<file path="config.mk">
export PLATFORM = sky130hd
export DESIGN_NAME = id_scoreboard
export DESIGN_NICKNAME = d
export VERILOG_FILES = /design/src/rtl/id_scoreboard.sv
export SDC_FILE = /design/constraint.sdc
export NUM_CORES = 1
export LEC_CHECK = 0
export BUFFER_PORTS_ARGS = -buffer_cell sky130_fd_sc_hd__buf_2
export CORE_UTILIZATION = 50
export DETAILED_ROUTE_END_ITERATION = 6
export GPL_TIMING_DRIVEN = 0
export HOLD_SLACK_MARGIN = 0.02
export PLACE_DENSITY = 0.8
export SYNTH_ARGS = -nofsm -noshare
export SYNTH_HDL_FRONTEND = slang
export SYNTH_SLANG_ARGS = --single-unit
</file>
<file path="constraint.sdc">
create_clock -name clk -period 5.39 [get_ports clk]
set_input_delay 1.078 -clock clk [delete_from_list [all_inputs] [get_ports clk]]
set_output_delay 1.078 -clock clk [all_outputs]
set_load 0.02 [all_outputs]
</file>
<file path="src/rtl/id_scoreboard.sv">
// Register scoreboard beside ID: tracks in-flight writes, picks forwarding
// sources per read port and raises the load-use interlock.
module id_scoreboard #(
  parameter int NREG       = 32,
  parameter int RD_PORTS   = 2,
  parameter int FWD_STAGES = 2,
  parameter int LOAD_STAGE = 2,
  localparam int AW = $clog2(NREG),
  localparam int SW = $clog2(FWD_STAGES + 1)
) (
  input  logic                   clk,
  input  logic                   rst,
  input  logic                   hold_i,
  input  logic                   issue_valid_i,
  input  logic                   issue_wreg_i,
  input  logic [AW-1:0]          issue_wd_i,
  input  logic                   issue_load_i,
  input  logic [RD_PORTS-1:0]    rd_req_i,
  input  logic [RD_PORTS*AW-1:0] rd_addr_i,
  output logic [RD_PORTS*SW-1:0] fwd_sel_o,
  output logic                   stall_o,
  output logic [NREG-1:0]        busy_o
);

  localparam logic [SW-1:0] ONE = SW'(1);
  localparam logic [SW-1:0] LS  = SW'(LOAD_STAGE);
  localparam logic [SW-1:0] FS  = SW'(FWD_STAGES);

  logic [NREG-1:0]         busy_q, busy_d;
  logic [NREG-1:0][SW-1:0] age_q, age_d;
  logic [NREG-1:0]         load_q, load_d;

  logic nrdy;
  logic accept;

  // Lookup sees only the registered state, never this cycle's issue.
  always_comb begin
    fwd_sel_o = '0;
    nrdy      = 1'b0;
    for (int p = 0; p < RD_PORTS; p++) begin : g_port
      logic [AW-1:0] addr;
      logic          hit;
      logic [SW-1:0] need;
      addr = rd_addr_i[p*AW +: AW];
      hit  = rd_req_i[p] && (addr != '0) && busy_q[addr];
      need = load_q[addr] ? LS : ONE;
      if (hit && (age_q[addr] >= need)) begin
        fwd_sel_o[p*SW +: SW] = age_q[addr];
      end else if (hit) begin
        nrdy = 1'b1;
      end
    end
  end

  assign stall_o = issue_valid_i & nrdy;
  assign busy_o  = busy_q;

  assign accept = issue_valid_i & issue_wreg_i & ~stall_o
                & ~hold_i & (issue_wd_i != '0);

  // A new writer to r replaces any older pending entry for r.
  always_comb begin
    busy_d = busy_q;
    age_d  = age_q;
    load_d = load_q;
    for (int r = 0; r < NREG; r++) begin
      if (accept && (issue_wd_i == AW'(r))) begin
        busy_d[r] = 1'b1;
        age_d[r]  = ONE;
        load_d[r] = issue_load_i;
      end else if (busy_q[r] && !hold_i) begin
        if (age_q[r] == FS) begin
          busy_d[r] = 1'b0;
          age_d[r]  = '0;
          load_d[r] = 1'b0;
        end else begin
          age_d[r] = age_q[r] + ONE;
        end
      end
    end
  end

  always_ff @(posedge clk) begin
    if (rst) begin
      busy_q <= '0;
      age_q  <= '0;
      load_q <= '0;
    end else begin
      busy_q <= busy_d;
      age_q  <= age_d;
      load_q <= load_d;
    end
  end

endmodule

</file>
[Word-level counts from Yosys, hierarchy flattened]
Index checks and enable logic that the tools add are counted.
Word-level totals
  bits in latches: 0
  ROM bits: 0
  input port bits: 23
  bits in registers: 128
  word-level logic and storage cells: 681
  memories: 0
  memory bits (writable): 0
  output and inout port bits: 37
Operators by class
  $lt $le $gt $ge: 4
  $mul: 0
  eq/ne operators: 63
  divide/modulo/power cells: 0
  reductions and logical operators: 203
  shift-type cells: 0
  multiplexer cells: 244
  add/sub/neg operators: 32
  bitwise gates (word level): 7
Operators by type and width (number)
  2-to-1 mux 1 bit: 200
  nonzero test 2 bit: 64
  == test 5 bit, second input constant: 16
  2-to-1 mux 2 bit: 38
  logical AND 1 bit: 70
  adder 2 x 1 -> 2 bit, second input constant: 32
  == test 2 bit, second input constant: 32
  AND reduction 2 bit: 32
  OR reduction 2 bit: 32
  == test 5 x 4 -> 1 bit, second input constant: 8
  binary-select mux 1 bit (select 5 bit): 4
  binary-select mux 2 bit (select 5 bit): 2
  == test 5 x 3 -> 1 bit, second input constant: 4
  nonzero test 5 bit: 3
  less-than comparator 5 x 6 -> 1 bit, second input constant: 2
  == test 5 x 2 -> 1 bit, second input constant: 2
  bitwise AND 1 bit: 5
  == test 5 x 1 -> 1 bit, second input constant: 1
  zero test 5 bit: 1
  >= comparator 2 bit: 2
  NOT 1 bit: 2
  zero test 1 bit: 1

[Logic depth before layout (Yosys ltp)]
  depth after elaboration: 16
  depth in mapped cells: 16
  mapped depth without buffers: 11

[Worst setup path before layout]
No wires, ideal clock.
  kind: input-to-output
  start: in rd_addr_i[0]
  end: out stall_o
  cell stages on the path: 14
  slack: -55 ps
  required time: 4312 ps
  arrival time: 4367 ps
  buffers on the path: 5
  cell sequence: buf_4 buf_2 buf_2 mux4_2 mux4_2 mux2i_1 ha_1 nand2b_1 a21oi_1 nand3_1 o22ai_2 buf_6 buf_2 and2_1
Between the ends
  word-level cells in the longest chain between the ends: 9
RTL lines
  start: declaration: line 19  | input logic [RD_PORTS*AW-1:0] rd_addr_i,
  binary-select mux 1 bit (select 5 bit): line 46  | need = load_q[addr] ? LS : ONE;
  2-to-1 mux 1 bit (implied by the code): line 46
  2-to-1 mux 2 bit: line 46
  >= comparator 2 bit: line 47  | if (hit && (age_q[addr] >= need)) begin
  logical AND 1 bit: line 47
  2-to-1 mux 1 bit (*): line 47
  2-to-1 mux 1 bit: line 49  | end else if (hit) begin
  2-to-1 mux 1 bit (*): line 47
  bitwise AND 1 bit (*): line 55  | assign stall_o = issue_valid_i & nrdy;
  end: declaration: line 21  | output logic stall_o,
Mark *: on every way between the ends. The rest lies on a longest branch, timed or not. The select of a mux whose other input is x is not followed.

[Worst setup path in the final report]
Same ends and word-level chain as after synthesis.

==> flow_summary.yaml <==
min_path:
  worstHoldPathCells: 2
  min_to: "load_q[0]"
  min_path_type: "flip-flop to flip-flop"
  worstHoldStart: "load_q[0]"
detailed_routing:
  vias: 8006
  postRouteAntennaNets: 0
  wirelength_um: 29330
  routedWlPerCell_um: 26.19
  viasPerCell: 7.148
  drt-initial-drc-count: 1387
  route.detailed.drc: 10
  first_pass_iters: 7
logic_synthesis:
  syn_inst: 816
  synth_area_um2: 7946
  async_flop_share_pct: 0
  synth_top_family_by_area: "multiplexers"
  ys_seq_area_share_pct: 32.25
  yosys.area_share.simple_pct: 21.00
  synth_flop_cell: "dfxtp_1"
  synthAdderAreaFrac_pct: 0.6298
  synth_edf_count: 0
  avgSynthCellArea_um2: 9.738
  synth-compound-area-share_pct: 16.94
  synth_cell_types: 51
  syn-num-nets: 843
  yosysWarnings: 0
  synth-xor-area-share_pct: 0
  muxShareOfSynthArea_pct: 25.24
  synth-seq-cells: 128
floorplan:
  die_h_um: 128.1
  rows: 45
  dieWidth_um: 128.1
  die-area_um2: 16400
  core_area_um2: 15370
  start_util_pct: 51.70
  io_pins: 60
cells_and_area:
  fin_nets: 921
  area_growth_pct: 17.27
  layout-drive-gt1-share_pct: 23.70
  instances_no_fill: 1120
  fillers: 1272
pwr:
  comb_power_share_pct: 9.6
  pwr_density_cell_nw_per_um2: 263.2
  p_leak_nw: 3.112
  p_switching_w: 0.0006160
  ir_worst_vdd_v: 0.0002380
  intPower_w: 0.001836
  power_frac_seq_pct: 38.9
  switching_share_pct: 25.12
  pwr-share-clk_pct: 51.5
  finalPower_w: 0.002452
sta:
  timing.hold.ws_ps: 472.3
  fmax_ghz: 0.1883
  min_period_ps: 5310
  final.period_utilization_pct: 98.51
  drv_slew: 0
  hold_viol_final: 0
  rsz0062_at_grt: "false"
  relSlewSlack_pct: 38.71
  clock_skew_ps: 7.454
  setup_ws_ps: 80.11
  worst_slew_pin_slew_ps: 919.4
  setup_viol: 0
global_routing:
  grt_pass1_vias: 7242
  use_met2_pct: 53.32
  overflow: 0
  antenna_found_initial: 0
  grt_pass1_wl_um: 43290
  track_usage_pct: 36.57
  top_usage_layer: "met2"
  grt_max_degree: 20
  gr-usage-met3_pct: 10.81
  grt_util_met1_pct: 48.19
worst_setup_path:
  cpMostUsedCell: "buf_12"
  crit_type: "input port to output pin"
  cp.arrival_ps: 4230
  crit_fanout: 10
  critPathTopFamily: "multiplexers"
  r2r_start: "age_q[62]"
  rr_endpoint: "age_q[58]"
  startpoint_type: "input port"
  startpoint: "rd_addr_i[0]"
  cp_cell_sequence: "clkbuf_4, buf_12, buf_12, buf_12, mux4_2, mux4_2, mux2i_2, ha_1, nand2b_1, a21oi_2, nand3_2, o22ai_4, buf_12, and2_1, buf_4"
  rrSetupSlack_ps: 1450
  worst_ep_required_time_ps: 4310
  critical-path-max-stage-delay_ps: 550
  endpoint_kind: "output pin"
  ff2ff_path_depth: 12
  cpMaxStageDelayCell: "mux4_2"
  cp_num_buf_inv: 6
clock_tree:
  ctsHoldBuffers: 0
  numCtsBuffers: 17
  cts_tree: "done"
  clockRootBuffer: "clkbuf_16"
  clkTransAtPathRegs_ps: 60
  clock_sink_count: 128
  cts_max_path_buffers: 2
  worstSkewPairLatency_ps: 450
  cts_htree_levels: 4
placement:
  dpl.hpwl_um: 20160
  numPlacedInstances: 1080
  pre_cts_slack_ps: -1067
  gp_congestion: 1.031
  port_buffers: 53
run_status:
  violations: "DRC"
  status: "finished with violations"
job:
  drv_cap: 0
[cells in the final DEF, fill, tap and decap left out, types with 36 or more instances in the layout]
cell	n
nor3_1	66
mux2i_1	42
dfxtp_1	128
a21oi_1	71
nor3b_1	36
nand2_1	38
mux4_2	63
nand2b_1	62
buf_2	57
o211ai_1	38
[cell families (layout without fill, tap and decap cells)]
kind of cell	after synthesis	after routing
muxes	120	120
AOI/OAI and AO/OA	212	212
other	0	2
buffers and inverters	70	161
adders and majority gates	4	4
and+or+nand+nor	282	282
DFF	128	128
[repair_timing]
action                                  CTS  global route
buffers inserted                          4             6
endpoints found under the setup margin    5             1
gates cloned                              0             0
pin swaps                                 1             3
gates resized for setup                  27             7
endpoints found under the hold margin     0             0
[state kept, by name (all words and copies together), names as in the netlist]
signal,cells
busy_o,32
load_q,32
age_q,64
[stage by stage]
step / cell area, µm² / util [%] / TNS, ps
2_1_floorplan: 7951 / - / 0
3_3_place_gp: 8481 / 55.17 / -10620
3_5_place_dp: 8481 / 55.17 / -7192
4_1_cts: 9245 / 60.15 / 0
5_1_grt: 9314 / 60.59 / 0
6_report: 9319 / 60.63 / 0
[power groups by stage]
| stage | Combinational [W] | Sequential, W | Clock, W |
|---|---|---|---|
| after floorplan | 0.000129 | 0.000974 | 0 |
| after global placement | 0.000204 | 0.000974 | 0 |
| after detailed placement | 0.000205 | 0.000974 | 0 |
| after CTS | 0.000220 | 0.000954 | 0.00125 |
| after global routing | 0.000239 | 0.000954 | 0.00129 |
| final | 0.000236 | 0.000954 | 0.00126 |
[cells in the mapped netlist (all sizes together), types with 2 or more instances]
| master | n | share of area (%) |
|---|---|---|
| clkbuf | 34 | 1.6 |
| o21ai | 34 | 2.1 |
| dfxtp | 128 | 32 |
| nand3b | 3 | 0.28 |
| nand2 | 38 | 1.8 |
| o211ai | 38 | 3.6 |
| o311a | 2 | 0.25 |
| nor2 | 20 | 0.94 |
| nor3 | 86 | 6.7 |
| a211oi | 4 | 0.38 |
| or3 | 6 | 0.47 |
| mux2 | 13 | 1.8 |
| o311ai | 20 | 2.4 |
| mux2i | 44 | 5.5 |
| or2 | 3 | 0.24 |
| buf | 23 | 1.7 |
| mux4 | 63 | 18 |
| nor2b | 5 | 0.39 |
| nand2b | 62 | 4.9 |
| inv | 13 | 0.61 |
| nand3 | 9 | 0.57 |
| a21oi | 72 | 4.5 |
| o22ai | 33 | 2.7 |
| nor3b | 36 | 3.4 |
| or3b | 2 | 0.22 |
| or4 | 3 | 0.28 |
| and3 | 3 | 0.24 |
| o221ai | 2 | 0.22 |
| ha | 4 | 0.63 |
| nor4 | 2 | 0.24 |
[how the worst max path moves through the flow]
stage,end,slack (ps),depth (start not counted)
after floorplan,stall_o,20,14
after global placement,stall_o,-1120,16
after detailed placement,stall_o,-1070,16
after CTS,stall_o,7,15
after global routing,stall_o,20,14
final,stall_o,80,15
[worst reg2reg max path: cells and delay by family, from the launching register on]
kind / cells / cell delay (ps)
muxes: 3 / 1290
buffers and inverters: 3 / 720
AOI/OAI and AO/OA: 3 / 650
and+or+nand+nor: 2 / 470
DFF: 1 / 380
adders and majority gates: 1 / 260
[area by class of cell]
type / count / area [µm²] / share of cell area [%]
diodes: 2 / 5.005 / 0.05371
plain buffers: 53 / 339.1 / 3.639
clock buffers: 22 / 474.2 / 5.089
clock inverters: 10 / 157.7 / 1.692
inverters: 13 / 48.80 / 0.5236
multi-input cells: 618 / 5095 / 54.67
flip-flops and latches: 128 / 2562 / 27.50
well taps: 211 / 264.0 / 2.833
repair buffers: 63 / 372.9 / 4.001
[routing by layer]
metal / up-vias / routed length [µm]
met4: 0 / 1642
met2: 747 / 12410
met3: 143 / 4371
li1: 3353 / -
met1: 3763 / 10910
met5: - / 0
(Power assumes the default switching activity.)
